--- src/rtl/prio_event_encoder.sv ---
`default_nettype none
// +------------------------------------------------------------------------+
// | Module      : prio_event_encoder                                       |
// | Description : Registered N-line priority event encoder. Requests are   |
// |               captured into a pending register, gated by an enable     |
// |               mask, and one winner index is presented on a valid/ready |
// |               handshake. Selection is fixed priority (highest index)   |
// |               or round-robin. A sticky overflow flag reports requests  |
// |               that hit an already-pending bit.                         |
// | Ports       : clk        rising-edge clock                             |
// |               rst_n      asynchronous active-low reset                 |
// |               req[N]     request lines, sampled every cycle            |
// |               mask[N]    1 = line eligible for selection               |
// |               out_ready  consumer accepts the presented index          |
// |               clr_ovf    clears the overflow flag                      |
// |               out_idx[W] presented index (held while out_valid = 0)    |
// |               out_valid  out_idx is valid                              |
// |               pending[N] pending request register                      |
// |               overflow   sticky lost-request flag                      |
// | Revision    : 1.0  initial release                                     |
// +------------------------------------------------------------------------+
module prio_event_encoder #(
    parameter int N           = 8,
    parameter int W           = $clog2(N),
    parameter bit ROUND_ROBIN = 1'b0
) (
    input  logic         clk,
    input  logic         rst_n,
    input  logic [N-1:0] req,
    input  logic [N-1:0] mask,
    input  logic         out_ready,
    input  logic         clr_ovf,
    output logic [W-1:0] out_idx,
    output logic         out_valid,
    output logic [N-1:0] pending,
    output logic         overflow
);

    localparam logic [0:0]   c_ST_IDLE    = 1'b0;
    localparam logic [0:0]   c_ST_PRESENT = 1'b1;
    // After reset the pointer sits on N-1 so the RR search starts at N-2.
    localparam logic [W-1:0] c_LAST_RST   = W'(N - 1);
    localparam logic [N-1:0] c_ONE        = {{(N-1){1'b0}}, 1'b1};

    logic [0:0]   r_state;
    logic [0:0]   w_state_nxt;
    logic [N-1:0] r_pending;
    logic [W-1:0] r_idx;
    logic [W-1:0] r_last;
    logic         r_ovf;

    logic         w_valid;
    logic         w_accept;
    logic         w_load;
    logic [N-1:0] w_clr_vec;
    logic [N-1:0] w_elig;
    logic [N-1:0] w_pending_nxt;
    logic         w_ovf_nxt;
    logic [W-1:0] w_winner;

    assign out_idx   = r_idx;
    assign out_valid = w_valid;
    assign pending   = r_pending;
    assign overflow  = r_ovf;

    // Eligibility uses the registered pending value: a request arriving
    // this cycle only competes from the next cycle on.
    assign w_elig        = r_pending & mask;
    assign w_clr_vec     = w_accept ? (c_ONE << r_idx) : '0;
    // Set wins over clear for a bit re-requested in its accept cycle.
    assign w_pending_nxt = (r_pending & ~w_clr_vec) | req;
    // A new overflow event takes precedence over clr_ovf.
    assign w_ovf_nxt     = (|(req & r_pending & ~w_clr_vec)) | (r_ovf & ~clr_ovf);

    // Winner selection. Iterating from lowest to highest priority and letting
    // later hits overwrite earlier ones leaves the top-priority hit in place.
    always_comb begin
        int k;
        k        = 0;
        w_winner = '0;
        if (ROUND_ROBIN) begin
            // Priority order: last-1 (highest), last-2, ..., wrapping, last (lowest).
            for (int s = N; s >= 1; s--) begin
                k = (int'(r_last) + N - s) % N;
                if (w_elig[k]) w_winner = k[W-1:0];
            end
        end else begin
            for (int i = 0; i < N; i++) begin
                if (w_elig[i]) w_winner = i[W-1:0];
            end
        end
    end

    // FSM: state register
    always_ff @(posedge clk or negedge rst_n) begin
        if (!rst_n) begin
            r_state <= c_ST_IDLE;
        end else begin
            r_state <= w_state_nxt;
        end
    end

    // FSM: next-state logic
    always_comb begin
        w_state_nxt = r_state;
        case (r_state)
            c_ST_IDLE:    if (|w_elig)   w_state_nxt = c_ST_PRESENT;
            c_ST_PRESENT: if (out_ready) w_state_nxt = c_ST_IDLE;
            default:                     w_state_nxt = c_ST_IDLE;
        endcase
    end

    // FSM: outputs and datapath controls
    always_comb begin
        w_valid  = (r_state == c_ST_PRESENT);
        w_accept = w_valid & out_ready;
        w_load   = (r_state == c_ST_IDLE) & (|w_elig);
    end

    // Datapath registers. out_idx only loads on entry to PRESENT, so a mask
    // change while presenting cannot retract or alter the presented index.
    always_ff @(posedge clk or negedge rst_n) begin
        if (!rst_n) begin
            r_pending <= '0;
            r_idx     <= '0;
            r_ovf     <= 1'b0;
            r_last    <= c_LAST_RST;
        end else begin
            r_pending <= w_pending_nxt;
            r_ovf     <= w_ovf_nxt;
            if (w_load) begin
                r_idx <= w_winner;
            end
            if (ROUND_ROBIN && w_accept) begin
                r_last <= r_idx;
            end
        end
    end

endmodule
`default_nettype wire

--- config.mk ---
export PLATFORM = sky130hd
export DESIGN_NAME = prio_event_encoder
export DESIGN_NICKNAME = d
export VERILOG_FILES = /design/src/rtl/prio_event_encoder.sv
export SDC_FILE = /design/constraint.sdc
export NUM_CORES = 1
export LEC_CHECK = 0
export BUFFER_PORTS_ARGS = -buffer_cell sky130_fd_sc_hd__buf_4
export CORE_ASPECT_RATIO = 0.9
export CORE_UTILIZATION = 32
export DETAILED_ROUTE_END_ITERATION = 8
export GPL_TIMING_DRIVEN = 0
export PLACE_DENSITY = 0.64
export SETUP_SLACK_MARGIN = 0.2
export SYNTH_ARGS = -nofsm -noshare
export SYNTH_HDL_FRONTEND = slang
export SYNTH_SLANG_ARGS = --single-unit
--- constraint.sdc ---
create_clock -name clk -period 2.4 [get_ports clk]
set_clock_uncertainty 0.2 [all_clocks]
set_input_delay 0.12 -clock clk [delete_from_list [all_inputs] [get_ports clk]]
set_output_delay 0.12 -clock clk [all_outputs]
set_load 0.005 [all_outputs]
; After elaboration in Yosys (flattened, before gate mapping)
; Cells that the tools add are included.
[word_totals]
reg_bits = 13
latch_bits = 0
ram_bits = 0
mem_bits_ro = 0
inputBits = 20
output_inout_bits = 13
mem_count = 0
[classes]
add_sub_neg = 0
multipliers = 0
div_mod_pow = 0
n_lt_le_gt_ge = 0
n_eq_ne = 0
shift = 1
muxes = 11
bitwise_logic = 12
reduce_logical = 2
[ops]
columns = cell, n
row1 = 8-bit bitwise AND, 4
row2 = 3-bit two-way mux, 6
row3 = 8-bit OR reduction, 2
row4 = 8-bit two-way mux, 1
row5 = 8-bit NOT, 1
row6 = 8-bit OR, 1
row7 = 1-bit by 3-bit left shift with 8-bit output (first input constant), 1
row8 = 1-bit bitwise AND, 3
row9 = 1-bit two-way mux, 3
row10 = 1-bit NOT, 2
row11 = 1-bit one-hot mux with 2 select lines, 1
row12 = 1-bit OR, 1

; Logic depth before layout (Yosys ltp)
[logic_depth]
depth_word = 8
depth_mapped = 5
mapped_depth_nobuf = 4

; Worst setup path after synthesis
; No wires, ideal clock.
[synth_path]
path_type = register -> register
start = reg r_state, in the netlist out_valid
end = reg r_ovf, in the netlist overflow
setup_ps = 143
arrival_time_ps = 1263
required_ps = 2057
path_slack_ps = 794
path_stages_with_launch = 5
path_buffers = 0
cell_sequence = dfrtp_1 nand2_1 or3_4 a2111oi_2 nand4_1
[synth_via]
elab_chain_cells = 6
[synth_lines]
columns = element, line
row1 = "start, declared", 45  ; logic [0:0] r_state;
row2 = "start signal, assigned", 97  ; r_state <= c_ST_IDLE;
row3 = "start signal, assigned", 99  ; r_state <= w_state_nxt;
row4 = 1-bit bitwise AND, 116  ; w_accept = w_valid & out_ready;
row5 = 8-bit two-way mux, 69  ; assign w_clr_vec = w_accept ? (c_ONE << r_idx) : '0;
row6 = 8-bit NOT, 73  ; assign w_ovf_nxt = (|(req & r_pending & ~w_clr_vec)) | (r_ovf & ~clr_ovf);
row7 = 8-bit bitwise AND, 73
row8 = 8-bit OR reduction, 73
row9 = 1-bit OR, 73
row10 = via w_ovf_nxt, 58  ; logic w_ovf_nxt;
row11 = "end signal, assigned", 130  ; r_ovf <= w_ovf_nxt;
row12 = "end, declared", 50  ; logic r_ovf;
; The timed path passes the listed nets, and every way through them passes these cells.
; A chain may end at the register's enable or synchronous reset.

; Worst setup path in the final report
[layout_path]
start = reg r_pending[2], in the netlist pending[2]
end = reg r_idx[0], in the netlist out_idx[0]
[layout_via]
elab_chain_cells = 7
[layout_lines]
columns = element, line
row1 = "start, declared", 47  ; logic [N-1:0] r_pending;
row2 = "start signal, assigned", 129  ; r_pending <= w_pending_nxt;
row3 = 8-bit bitwise AND *, 68  ; assign w_elig = r_pending & mask;
row4 = 3-bit two-way mux (6 in series), 89  ; if (w_elig[i]) w_winner = i[W-1:0];
row5 = "end signal, assigned", 132  ; r_idx <= w_winner;
row6 = "end, declared", 48  ; logic [W-1:0] r_idx;
; Mark *: on every way between the ends. The rest lies on a longest branch, timed or not.

==> results.txt <==
CTS Sinks: 13
top-level I/O count: 33
chip height: 47.0 um
first-pass GRT wire length: 3260 um
Fmax achieved: 546 MHz
Antenna Cells: 0
share of Yosys cell area claimed by the top area cell type: 0.451
core footprint: 2010 um2
FF+latch area: 325 um2
CTS tree: built
LEAKAGE: 0.491 nW
WL final: 2080 um
GRT Resource Usage Total: 0.193
status: completed
post-route minimum period: 1.83 ns
Req. time, crit path: 2.35 ns
drt initial violations: 10
Area Growth Syn to Fin: 59.4%
Starting Density: 0.359
Unique masters post-synth: 25
Fin. Hold Viols: 0
yosys warns: 0
Multi-input gate area: 384 um2
main area contributors after synthesis: dfrtp_1, a21o_1, a22oi_1, nand2_1, a31oi_1
synthesis-stage register bit count: 13
Worst-Skew Late Latency: 0.28 ns
Tcrit/Tclk final: 0.763
# DRC: 0
WL/cell: 14.2 um
Finished Cell Area: 1150 um2
Critical Path Sink Type: register
crit start category: register
Peak VDD IR: 0.549 mV
Worst-path clk slew: 0.09 ns
worst relative slew slack: 0.714
ys flop type: dfrtp_1
post-route ant nets: 0
row count: 15
htree depth: 1
Avg Vias per Cell: 5.29
post-layout net count: 143
Slew Viols, Final: 0
peak fanout along the critical path: 5
hold crit path type: in2async
final setup margin: 0.569 ns
Num CTS Buffers: 3
Final Util: 0.572
hpwl dp: 1510 um
pwr dens: 714 nW/um2
clk root buf: clkbuf_4
layout cells sized above 1: 0.336
async set-reset flop share out of synthesis: 1.00
total number of vias: 778
first-pass iteration count of the detailed router: 4
Seq/Total Area, Yosys: 0.451
RD Place Congestion: 0.760
Worst Path Arrival: 1.78 ns
CTS max path bufs: 2
Post-synth top cells: dfrtp_1, a21o_1, nand2_1
full die area: 2450 um2
Power, Total: 0.820 mW
initial antenna violation count: 0
pre-CTS setup slack: 0.701 ns
max_cap viols: 0
Post-synth EDFFs: 0
Post-Syn Area: 721 um2
Port Buffers: 32
largest net degree at the start of global routing: 14
syn avg cell area: 9.87 um2
gr ovfl total: 0
die width: 52.0 um
actual slew at the worst max-slew pin: 0.424 ns
Final Setup Violations: 0
placed cell areas: 992 um2
Cells after Synth: 73
setup tns final: 0 ns
unrepaired setup endpoints after global routing: no
top-count cell post-synth: dfrtp_1
PostCTS Resize Cnt: 0
Post-Syn Nets: 93
Fillers: 185
number of global-route vias before repair: 753
CP Class: reg2reg
most area-hungry cell type in the Yosys netlist: dfrtp_1
[routing by layer]
layer	vias to the layer above	track usage	part of all wire
li1	382	-	-
met1	364	0.242	0.47
met2	28	0.326	0.47
met3	4	0.0324	0.048
met4	0	0.0973	0.013
met5	-	0	0
[power by group]
part	total, mW	switching [mW]	internal, mW
registers	0.347	0.0799	0.267
logic	0.331	0.135	0.196
clock network	0.143	0.0781	0.0645
total	0.820	0.293	0.527
[stage by stage]
step | std cells | hold WS (ns)
2_1_floorplan | 73 | -0.376
3_5_place_dp | 130 | -0.224
3_3_place_gp | 130 | -0.223
6_report | 147 | 0.00930
5_1_grt | 147 | 0.0334
4_1_cts | 147 | 0.00881
[layout by cell type, fill, tap and decap left out, drive strengths merged, types with 2 or more instances in the layout]
| cell type | Yosys | layout |
|---|---|---|
| nand3 | 5 | 5 |
| a21o | 11 | 11 |
| clkbuf | 0 | 4 |
| a22oi | 5 | 5 |
| nand2 | 10 | 10 |
| buf | 1 | 33 |
| a31oi | 4 | 4 |
| dfrtp | 13 | 13 |
| a21oi | 4 | 4 |
| nor2 | 2 | 2 |
| nand2b | 4 | 4 |
| dlygate4sd3 | 0 | 13 |
[cell type report]
cell class                      count  area share
Multi-Input combinational cell     58       0.334
Timing Repair Buffer               45       0.322
Sequential cell                    13       0.283
Tap cell                           25      0.0272
Clock buffer                        4      0.0229
Buffer                              1     0.00654
Inverter                            1     0.00327
[kinds of logic after synthesis]
logic type	count (synthesis)	synth area share
and+or+nand+nor	30	0.243
AOI/OAI and AO/OA	28	0.290
DFF	13	0.451
buffers and inverters	2	0.0156
[critical path: stages, from the launching register on]
cell and delay [ns]:
dfrtp_1 0.43, nand2_1 0.07, a32o_1 0.29, nand3_1 0.09, dlygate4sd3_1 0.54, a31oi_1 0.08
[worst paths after layout]
check	start	end	slack (ns)	cells after the start
max	pending[2]$_DFF_PN0_	out_idx[0]$_DFFE_PN0P_	0.57	5
min	rst_n	overflow$_DFF_PN0_	0.009	2
max reg2reg	pending[2]$_DFF_PN0_	out_idx[0]$_DFFE_PN0P_	0.57	5
min reg2reg	pending[7]$_DFF_PN0_	pending[7]$_DFF_PN0_	0.37	1
max in group asynchronous	rst_n	out_idx[1]$_DFFE_PN0P_	1.82	2
min in group clk	mask[5]	out_idx[0]$_DFFE_PN0P_	0.01	3
[sequential cells by signal, indices dropped and copies added, names as in the netlist]
register,cells
out_valid,1
out_idx,3
pending,8
overflow,1
[timing repair]
item,4_1_cts,5_1_grt
hold buffers,13,0
setup buffers,0,0
endpoints found under the hold margin,24,0
setup endpoints to repair,0,0
(Power assumes the default switching activity.)
